===== src/rtl/skill_pkg.sv =====
//------------------------------------------------------------------------------
// Package  : skill_pkg
// Purpose  : Shared types and constants for the ball-teleport skill controller.
//            Skill state codes, court bounds, coordinate width, and the
//            coordinate clamp helper.
// Revision : 1.0 - initial release
//------------------------------------------------------------------------------
`default_nettype none

package skill_pkg;

  localparam int COORD_W = 11;

  // The teleport stage consumes these codes directly.
  typedef enum logic [3:0] {
    SK_IDLE = 4'd0,
    SK_REQ  = 4'd1,
    SK_LOAD = 4'd2,
    SK_COOL = 4'd3
  } sk_state_t;

  localparam logic signed [COORD_W-1:0] SK_X_MIN = 11'sd20;
  localparam logic signed [COORD_W-1:0] SK_X_MAX = 11'sd620;
  localparam logic signed [COORD_W-1:0] SK_Y_MIN = 11'sd20;
  localparam logic signed [COORD_W-1:0] SK_Y_MAX = 11'sd460;

  // Saturate a signed coordinate into [lo, hi]. All operands are COORD_W
  // signed, so the compares cannot wrap and negative values go to lo.
  function automatic logic signed [COORD_W-1:0] clamp_coord(
    input logic signed [COORD_W-1:0] v,
    input logic signed [COORD_W-1:0] lo,
    input logic signed [COORD_W-1:0] hi
  );
    if (v < lo)      return lo;
    else if (v > hi) return hi;
    else             return v;
  endfunction

endpackage

`default_nettype wire


===== src/rtl/key_edge_sync.sv =====
//------------------------------------------------------------------------------
// Module   : key_edge_sync
// Purpose  : Two-flop synchronizer for an asynchronous key level, followed by
//            a registered rising-edge detector. The pulse appears three clocks
//            after the key edge.
// Ports    : clk     - system clock
//            rst     - asynchronous active-high reset
//            in_i    - raw asynchronous level
//            pulse_o - one-cycle pulse on a synchronized rising edge
// Revision : 1.0 - initial release
//------------------------------------------------------------------------------
`default_nettype none

module key_edge_sync (
  input  logic clk,
  input  logic rst,
  input  logic in_i,
  output logic pulse_o
);

  logic meta_q;
  logic sync_q;
  logic prev_q;
  logic pulse_q;

  always_ff @(posedge clk or posedge rst) begin
    if (rst) begin
      meta_q  <= 1'b0;
      sync_q  <= 1'b0;
      prev_q  <= 1'b0;
      pulse_q <= 1'b0;
    end else begin
      meta_q  <= in_i;
      sync_q  <= meta_q;
      prev_q  <= sync_q;
      pulse_q <= sync_q & ~prev_q;
    end
  end

  assign pulse_o = pulse_q;

endmodule

`default_nettype wire


===== src/rtl/skill_a_ctrl.sv =====
//------------------------------------------------------------------------------
// Module   : skill_a_ctrl
// Purpose  : Ball-teleport skill controller. Converts a key press into a
//            request to the teleport stage, captures and clamps the returned
//            coordinates, pulses a load to ball physics, then enforces a
//            cooldown before re-arming.
// Ports    : clk, rst               - clock, asynchronous active-high reset
//            skill_key              - raw key level (asynchronous)
//            in_play                - rally in progress
//            tp_valid, tp_ball_x/y  - teleport stage result
//            skill_state            - state code to the teleport stage
//            ball_load, ball_load_x/y - load pulse and clamped coordinates
//            skill_ready            - idle and accepting a press
//            tp_abort               - request aborted (timeout or rally end)
// Revision : 1.0 - initial release
//------------------------------------------------------------------------------
`default_nettype none

module skill_a_ctrl
  import skill_pkg::*;
#(
  parameter int                          COOLDOWN_CYCLES = 100_000_000,
  parameter int                          CNT_W           = 27,
  parameter int                          TP_TIMEOUT      = 16,
  parameter logic signed [COORD_W-1:0]   X_MIN           = SK_X_MIN,
  parameter logic signed [COORD_W-1:0]   X_MAX           = SK_X_MAX,
  parameter logic signed [COORD_W-1:0]   Y_MIN           = SK_Y_MIN,
  parameter logic signed [COORD_W-1:0]   Y_MAX           = SK_Y_MAX
) (
  input  logic                          clk,
  input  logic                          rst,
  input  logic                          skill_key,
  input  logic                          in_play,
  input  logic                          tp_valid,
  input  logic signed [COORD_W-1:0]     tp_ball_x,
  input  logic signed [COORD_W-1:0]     tp_ball_y,
  output logic [3:0]                    skill_state,
  output logic                          ball_load,
  output logic signed [COORD_W-1:0]     ball_load_x,
  output logic signed [COORD_W-1:0]     ball_load_y,
  output logic                          skill_ready,
  output logic                          tp_abort
);

  localparam int WAIT_W = $clog2(TP_TIMEOUT + 1);

  localparam logic [WAIT_W-1:0] WAIT_LAST = WAIT_W'(TP_TIMEOUT - 1);
  localparam logic [CNT_W-1:0]  COOL_LAST = CNT_W'(COOLDOWN_CYCLES - 1);

  logic press;

  sk_state_t                    state_q;
  logic [WAIT_W-1:0]            wait_q;
  logic [CNT_W-1:0]             cool_q;
  logic                         ball_load_q;
  logic signed [COORD_W-1:0]    ball_x_q;
  logic signed [COORD_W-1:0]    ball_y_q;
  logic                         ready_q;
  logic                         abort_q;

  key_edge_sync u_key_sync (
    .clk     (clk),
    .rst     (rst),
    .in_i    (skill_key),
    .pulse_o (press)
  );

  // Single registered FSM. Pulse outputs default low every cycle and are
  // raised only on the transition that owns them, so each lasts one cycle.
  always_ff @(posedge clk or posedge rst) begin
    if (rst) begin
      state_q     <= SK_IDLE;
      wait_q      <= '0;
      cool_q      <= '0;
      ball_load_q <= 1'b0;
      ball_x_q    <= '0;
      ball_y_q    <= '0;
      ready_q     <= 1'b1;
      abort_q     <= 1'b0;
    end else begin
      ball_load_q <= 1'b0;
      abort_q     <= 1'b0;
      case (state_q)
        SK_IDLE: begin
          // Presses outside a rally are dropped, not held.
          if (press && in_play) begin
            state_q <= SK_REQ;
            wait_q  <= '0;
            ready_q <= 1'b0;
          end
        end
        SK_REQ: begin
          if (!in_play) begin
            state_q <= SK_IDLE;
            abort_q <= 1'b1;
            ready_q <= 1'b1;
          end else if (tp_valid && (wait_q != '0)) begin
            // tp_valid in the first REQ cycle predates our request: the
            // teleport stage output lags skill_state by one register.
            state_q     <= SK_LOAD;
            ball_load_q <= 1'b1;
            ball_x_q    <= clamp_coord(tp_ball_x, X_MIN, X_MAX);
            ball_y_q    <= clamp_coord(tp_ball_y, Y_MIN, Y_MAX);
          end else if (wait_q == WAIT_LAST) begin
            // Timeout returns straight to IDLE with no cooldown.
            state_q <= SK_IDLE;
            abort_q <= 1'b1;
            ready_q <= 1'b1;
          end else begin
            wait_q <= wait_q + 1'b1;
          end
        end
        SK_LOAD: begin
          state_q <= SK_COOL;
          cool_q  <= '0;
        end
        SK_COOL: begin
          // Runs to completion regardless of in_play.
          if (cool_q == COOL_LAST) begin
            state_q <= SK_IDLE;
            ready_q <= 1'b1;
          end else begin
            cool_q <= cool_q + 1'b1;
          end
        end
        default: begin
          state_q <= SK_IDLE;
          ready_q <= 1'b1;
        end
      endcase
    end
  end

  assign skill_state = state_q;
  assign ball_load   = ball_load_q;
  assign ball_load_x = ball_x_q;
  assign ball_load_y = ball_y_q;
  assign skill_ready = ready_q;
  assign tp_abort    = abort_q;

endmodule

`default_nettype wire


===== config.mk =====
export PLATFORM = sky130hd
export DESIGN_NAME = skill_a_ctrl
export DESIGN_NICKNAME = d
export VERILOG_FILES = /design/src/rtl/skill_pkg.sv /design/src/rtl/key_edge_sync.sv /design/src/rtl/skill_a_ctrl.sv
export SDC_FILE = /design/constraint.sdc
export NUM_CORES = 1
export LEC_CHECK = 0
export CORE_MARGIN = 5
export CORE_UTILIZATION = 41
export DETAILED_ROUTE_END_ITERATION = 10
export HOLD_SLACK_MARGIN = 0.06
export PLACE_DENSITY = 0.63
export SETUP_SLACK_MARGIN = 0.15
export SLEW_MARGIN = 40
export SYNTH_ARGS = -nofsm -noshare
export SYNTH_HDL_FRONTEND = slang
export SYNTH_SLANG_ARGS = --single-unit

===== constraint.sdc =====
create_clock -name clk -period 3.47 [get_ports clk]
set_input_delay 1.041 -clock clk [delete_from_list [all_inputs] [get_ports clk]]
set_output_delay 1.041 -clock clk [all_outputs]
set_load 0.05 [all_outputs]

After elaboration in Yosys (flattened, before gate mapping)
Index checks and enable logic that the tools add are counted.

Add/subtract/negate cells: 2. Multiply operators: 0. Divide/modulo/power cells: 0. Magnitude comparators: 4. Equality and inequality tests: 14. Shift-type cells: 0. Muxes and demuxes: 30. Bitwise operators: 3. Reduce and logical (&&, ||, !) cells: 11.

Operators with widths (count): 27-bit case mux with 2 select lines (1); 11-bit two-way mux (4); 27-bit by 1-bit adder with 27-bit output, second input constant (1); 27-bit == test, second input constant (1); 27-bit two-way mux (1); 11-bit by 6-bit less-than comparator with 1-bit output, second input constant (2); 4-bit two-way mux (5); 5-bit two-way mux (4); 4-bit case mux with 4 select lines (1); 1-bit two-way mux (12); 2-bit inequality test, second input constant (6); 11-bit by 10-bit > comparator with 1-bit output, second input constant (1); 11-bit > comparator, second input constant (1); 5-bit case mux with 2 select lines (1); 5-bit AND reduction (2); 4-bit by 2-bit == test with 1-bit output, second input constant (2); 3-bit inequality test, second input constant (2); 3-bit AND reduction (2); 5-bit by 1-bit adder with 5-bit output, second input constant (1); 5-bit by 4-bit == test with 1-bit output, second input constant (1); 5-bit nonzero test (1); 4-bit by 1-bit == test with 1-bit output, second input constant (1); 4-bit zero test (1); 4-bit inequality test, second input constant (1); 6 further kinds (9).

Register bits after elaboration: 65. Latch bits: 0. RAM bits: 0. ROM bits: 0. Input port bits: 27. Output and inout port bits: 29. Word-level logic and storage cells: 76. Memories: 0.

Depth between registers and ports, before layout
Depth after elaboration: 5. Depth in mapped cells: 7. Depth with buffers taken out: 7.

By module
A second synthesis with hierarchy kept.

Cell total of the unflattened synthesis: 307. Area total of the unflattened synthesis: 3051.7 um^2.

By module, submodules not included: skill_a_ctrl (times used 1, cells each 301, area each 2934.1 um^2, sequential area each 1477.7 um^2); key_edge_sync (times used 1, cells each 6, area each 117.6 um^2, sequential area each 100.1 um^2).

Worst setup path after synthesis
No wires, ideal clock.

Kind: input -> register. Start point: in in_play. End point: reg ball_x_q[2], in the netlist ball_load_x[2]. Library setup time: 126 ps. Data arrival time: 2223 ps. Required time: 3344 ps. Slack: 1121 ps. Stages: 4. Buffers on the path: 0. Path through: nor2b_1 > nand4_2 > a311o_1 > o32a_1.

Cells in the longest elaborated chain, start to end: 1.

Ends and longest elaborated chain: start: declaration (line skill_a_ctrl.sv:33) `input logic in_play,`; 3-bit AND reduction (no source line); end signal: assignment (line skill_a_ctrl.sv:102) `ball_x_q <= clamp_coord(tp_ball_x, X_MIN, X_MAX);`; end: declaration (line skill_a_ctrl.sv:56) `logic signed [COORD_W-1:0] ball_x_q;`.

Every way passes these cells. A chain may end at the register's enable or synchronous reset.

Worst setup path after layout
Start point: in in_play. End point: reg ball_x_q[7], in the netlist ball_load_x[7].

The elaborated chain is that of the path after synthesis.

==> results_dict.tcl <==
set metrics [dict create \
    cts_setup_buffers 0 \
    max_stage_delay_ns 0.48 \
    busiest_layer "met2" \
    wirelength_um 7890 \
    die_x_um 98.9 \
    crit_type "input port to register" \
    cp-startpoint "in_play" \
    startpoint_type "input port" \
    peakVddDrop_mv 0.199 \
    status "finished, final reports clean" \
    cts_tree "built" \
    drive_above_1_share_pct 8.42 \
    die_y_um 98.9 \
    async_reset_ff_share_pct 100 \
    grt_pass1_wl_um 13500 \
    dp_worst_setup_slack_ns 0.354 \
    setup_viol 0 \
    ant_nets 0 \
    dr_total_vias 2780 \
    maxSlewViolCount 0 \
    syn_to_final_growth_pct 24.4 \
    viasPerCell 5.63 \
    end_kind "register" \
    cts.path.max_buffers 2 \
    synth_flop_cell "dfrtp_1" \
    arrival_ns 3.00 \
    crit_family "simple AND/OR/NAND/NOR gates" \
    path_max_fanout 6 \
    tns_ns 0 \
    start_util_pct 41.9 \
    synth_edf_count 0 \
    maxCapViolations 0 \
    grt_pass1_vias 2792 \
    ctsHoldBuffers 0 \
    rr_startpoint "cool_q[0]$_DFFE_PP0P_" \
    cts_made_buffers 9 \
    whs_path_depth 0 \
    clock_skew_ns 0.00837 \
    diodes 0 \
    design_area_sq_um 4030 \
    hold_viol_final 0 \
    drtIter0Drc 106 \
    ys_types 55 \
    antenna_found_initial 0 \
    fmax_mhz 367 \
    portBuffers 53 \
    grt_util_met1_pct 22.3 \
    grt_setup_unrepaired "no" \
    fin_crit_sh_pct 78.6 \
    wl_per_cell_um 16.0 \
    cp.depth 6 \
    cts.repair.resized 0 \
    rows 32 \
    p_total_mw 1.38 \
    crit_chain "clkdlybuf4s50_1 > nor2b_1 > nand4_2 > a311o_1 > nor2_1 > a22o_1" \
    grt_use_met3_pct 7.29 \
    setup_slack_ns 0.744 \
    dpl_cell_area_sq_um 3850 \
    grt_overflow 0 \
    clk_pin_slew_ns 0.07 \
    powerDensity_nw_per_um2 342 \
    layout.nets 418 \
    drt_pass1_iterations 4 \
    hp-class "register to register" \
    ys_ff_latch 63 \
    syn-cell-area_sq_um 3240 \
    crit_required_ns 3.75 \
    htreeDepth 3 \
    power.leakage_nw 1.73 \
    synth_seq_area_share_pct 48.7 \
    place_congestion 0.877 \
    avgSynthCellArea_sq_um 9.67 \
    min_period_ns 2.73 \
    grt_max_degree 37 \
    grt_use_met2_pct 25.6 \
    core_sq_um 7730 \
    worst-path-buf-inv 1 \
    maxSlewHeadroom_pct 48.6 \
    cts_root_buf "clkbuf_8" \
    insertion_delay_ns 0.33 \
    ff2ff_path_depth 6 \
    synthCells 335 \
    ios 56 \
    critPathSlowestCell "clkdlybuf4s50_1" \
    min_from "u_key_sync.meta_q$_DFF_PP0_" \
    worst_pin_slew_ns 0.770 \
    place.detailed.hpwl_um 5380 \
    ys_warn_count 0 \
    grt.total_usage_pct 16.7 \
    clkSinkCount 63 \
    drc 0 \
    post-route-util_pct 52.2 \
    die-area_sq_um 9780 \
]
## registers in the layout, indices dropped and copies added, names as in the netlist, 2 cells and up
register     flops
ball_load_y     11
skill_state      2
cool_q          27
wait_q           5
ball_load_x     11
## layout by cell type (no fill, tap or decap), drive strengths merged, types with 5 or more instances in the layout
| master | n |
|---|---|
| a21oi | 9 |
| a22o | 11 |
| and3 | 7 |
| buf | 5 |
| clkbuf | 15 |
| clkdlybuf4s50 | 53 |
| dfrtp | 62 |
| inv | 18 |
| nand2 | 39 |
| nand3 | 27 |
| nand4 | 13 |
| nor2 | 22 |
| nor2b | 5 |
| nor3 | 7 |
| nor4 | 6 |
| o211ai | 6 |
| o21ai | 15 |
| o311ai | 9 |
| or4 | 5 |
## per-stage QoR
stage	hold slack (ns)	instances
floorplan	0.331	336
global placement	0.344	478
detailed placement	0.343	478
CTS	0.358	494
global route	0.370	494
finish	0.355	494
## where the power goes
part	internal (mW)	switching [mW]
Clock	0.299	0.268
Combinational	0.0341	0.0380
Sequential	0.737	0.000959
## layout make-up
class	count	area [sq um]
fillers	708	3700
flip-flops and latches	63	1580
multi-input cells	237	1510
repair buffers	58	581
clock buffers	15	166
well taps	102	128
inverters	18	67.6
clock inverters	1	5.00
## cells by family (layout without fill, tap and decap cells)
group                      count (synthesis)  in the layout  share of synthesized area, %
and+or+nand+nor                          149            149                          25.1
DFF                                       63             63                          48.7
adders and majority gates                  4              4                          1.55
AOI/OAI and AO/OA                         77             77                          17.8
buffers and inverters                     36             92                          5.14
other                                      1              2                         0.116
muxes                                      5              5                          1.58
## metal layers
layer  vias up  part of all wire (%)
li1       1353                     -
met1      1339                    47
met2        83                    46
met3         5                   6.6
met4         0                  0.52
met5         -                     0
## worst paths after layout
kind | slack [ns] | to
worst max-delay path | 0.74 | ball_load_x[7]$_DFFE_PP0P_
worst min-delay path | 0.36 | u_key_sync.sync_q$_DFF_PP0_
worst max register to register | 1.23 | cool_q[5]$_DFFE_PP0P_
worst min register to register | 0.36 | u_key_sync.sync_q$_DFF_PP0_
max in group asynchronous | 1.73 | cool_q[16]$_DFFE_PP0P_
min in group asynchronous | 1.12 | u_key_sync.sync_q$_DFF_PP0_
## synthesized netlist by cell type (2+ instances only)
| library cell | count | area [sq um] |
|---|---|---|
| dfrtp_1 | 62 | 1550 |
| o41ai_1 | 2 | 17.5 |
| nand2_1 | 39 | 146 |
| and3_1 | 7 | 43.8 |
| a311o_1 | 4 | 40.0 |
| clkbuf_1 | 10 | 37.5 |
| nor2b_1 | 5 | 31.3 |
| o211ai_1 | 6 | 45.0 |
| or4_2 | 2 | 17.5 |
| nor2_1 | 21 | 78.8 |
| a211o_1 | 2 | 17.5 |
| or4_1 | 3 | 22.5 |
| o311ai_0 | 9 | 78.8 |
| nand4b_1 | 3 | 26.3 |
| buf_1 | 2 | 7.51 |
| buf_6 | 3 | 33.8 |
| nand3_1 | 27 | 135 |
| mux2i_1 | 4 | 40.0 |
| inv_1 | 18 | 67.6 |
| o22a_1 | 2 | 17.5 |
| a21oi_1 | 8 | 40.0 |
| and4_1 | 3 | 26.3 |
| buf_4 | 2 | 15.0 |
| nand2b_1 | 3 | 18.8 |
| o31ai_1 | 3 | 22.5 |
| or3b_2 | 2 | 17.5 |
| o22ai_1 | 3 | 18.8 |
| nand4_1 | 11 | 68.8 |
| or4b_1 | 3 | 30.0 |
| nand4_2 | 2 | 25.0 |
| o32a_1 | 2 | 20.0 |
| nor3_1 | 7 | 35.0 |
| ha_1 | 4 | 50.1 |
| nor4_1 | 5 | 31.3 |
| o21ai_0 | 15 | 75.1 |
| and2_1 | 3 | 18.8 |
| a22o_1 | 10 | 87.6 |
(Power assumes the default switching activity.)
==> patch, RTL diff (same flow settings) <==
Change the parameter `COOLDOWN_CYCLES` from 100_000_000 to 67_108_864.
--- a/src/rtl/skill_a_ctrl.sv
+++ b/src/rtl/skill_a_ctrl.sv
@@ -21,3 +21,3 @@
 #(
-  parameter int                          COOLDOWN_CYCLES = 100_000_000,
+  parameter int                          COOLDOWN_CYCLES = 67_108_864,
   parameter int                          CNT_W           = 27,
Behaviour: same outputs for any inputs over 10 cycles, from zero or initial values and one cycle with rst high; that may be too few to reach the edited logic, so the function may still have changed.
==> patch against the original RTL <==
  * Wire length is 16% lower
  * Combinational power is 1% lower
  * Die area decreased by 5.3%
  * Power increased by 4.5%
  * Design area is 3.3% lower
  * Register-to-register slack lost 0.05 ns
  * Sequential cell count is the same
  * Worst setup slack got worse by 0.16 ns
  * Area after synthesis decreased by 5.9%
  * Largest cell class unchanged
==> patch: results (changes against the original RTL) <==
* Met3 Usage GRT at 5.551% (-1.7 points)
* Crit-path leading delay family: buffers and inverters
* Largest net degree at the start of global routing at 64 (+73%)
* VDD IR max at 0.0001552 V (-22%)
* Critical R2R Launch: wait_q[0]$_DFFE_PP0P_
* #MultiIn Comb at 219 (-7.6%)
* Setup skew after layout at 0.007279 ns (-0.001096 ns)
* Most frequent cells after synthesis: dfrtp_1 (62), nand2_1 (43), nor2_1 (27)
* Vias/cell at 5.301 (-5.8%)
* Crit path DAT at 1.85 ns (-1.15 ns)
* R2R depth at 8 (+2)
* Max incr delay on CP at 0.89 ns (+0.41 ns)
* Hold WS at 0.3684 ns (+0.01301 ns)
* Vias in the first global route at 2554 (-8.5%)
* Worst Hold Class: reg2reg
* Sequential share of cell area at 40.49% (+1.3 points)
* Yosys warns at 0 (unchanged)
* GPL Wtd Cong at 0.8337 (-4.9%)
* Run status: finished, final reports clean
* Worst slew margin at 52.83% (+4.2 points)
* Final total power at 0.001439 W (+4.5%)
* Met3 WL post-DR at 483 um (-7.1%)
* R2r endpoint: ball_load_x[8]$_DFFE_PP0P_
* Final net count at 389 (-6.9%)
* Flop2flop setup slack at 1.18 ns (-0.05 ns)
* Placed inst area at 3697 um^2 (-4.0%)
* Non-clk buf share at 14.52% (+0.11 points)
* M2 GR Usage at 24.67% (-0.95 points)
* Drt total wl at 6.597 mm (-16%)
* Fmax at 346.4 MHz (-5.6%)
* Dpl ws at 0.6179 ns (+0.2643 ns)
* Non-clk bufs at 56 (-3.4%)
* Metal2 WL at 2.960 mm (-19%)
* GR Util met1 at 18.76% (-3.6 points)
* Layout clock area frac at 5.042% (+0.79 points)
* Main area contributors after synthesis: dfrtp_1 (51%), nand2_1 (5.3%), mux2i_1 (4.3%)
* Post-synthesis sequential area ratio at 51.74% (+3.0 points)
* Tapcell count at 99 (-2.9%)
* Proportion of layout cells with a drive suffix above 1 at 8.815% (+0.40 points)
* Post-DP HPWL at 4.636 mm (-14%)
* GRT Overall Usage at 15.42% (-1.3 points)
* Netlist cell types at 52 (-5.5%)
* 1st-iter DRT viols at 79 (-25%)
* Syn avg cell area at 10.16 um^2 (+5.1%)
* H-tree depth at 3 (unchanged)
* Fillers at 658 (-7.1%)
* Setup Fix Bufs, Post-CTS at 0 (unchanged)
* Inverters at 9 (-9)
* Leakage power at 1.742 nW (+0.91%)
* First-pass GRT wire length at 11.25 mm (-17%)
* Placed Cells at 446 (-6.7%)
* Non-filler cells, final at 462 (-6.5%)
* Routed length on met1 at 3.043 mm (-17%)
* P&R area growth vs syn at 27.78%
* Area of the multi-input gates at 1399 um^2 (-7.1%)
* Critical Path Source: skill_state[1]$_DFFE_PP0P_
* CP Max Fanout at 14 (+8)
==> patch: cell count changes after synthesis, moves of 5 or more <==
cell / unedited run / this run
nor2_1: 21 / 27
mux2i_1: 4 / 13
nand3_1: 27 / 8
nor4_1: 5 / 0
inv_1: 18 / 9
xnor2_1: 0 / 6
o311ai_0: 9 / 0
a21oi_1: 8 / 14
==> patch: power by group <==
part	internal, W	switching [W]
sequential	0.000736	0.00000108
combinational	0.0000349	0.0000363
clock	0.000332	0.000298
total	0.00110	0.000335
==> patch: cells by family (layout without fill, tap and decap cells) <==
group / count (synthesis) / after routing / synth area share [%]
and+or+nand+nor: 126 / 126 / 21.30
AOI/OAI and AO/OA: 64 / 64 / 15.06
DFF: 63 / 63 / 51.74
buffers and inverters: 19 / 81 / 2.667
muxes: 17 / 17 / 5.745
xor gates and xnor gates: 6 / 6 / 1.723
adders and majority gates: 4 / 4 / 1.641
other: 1 / 2 / 0.1230
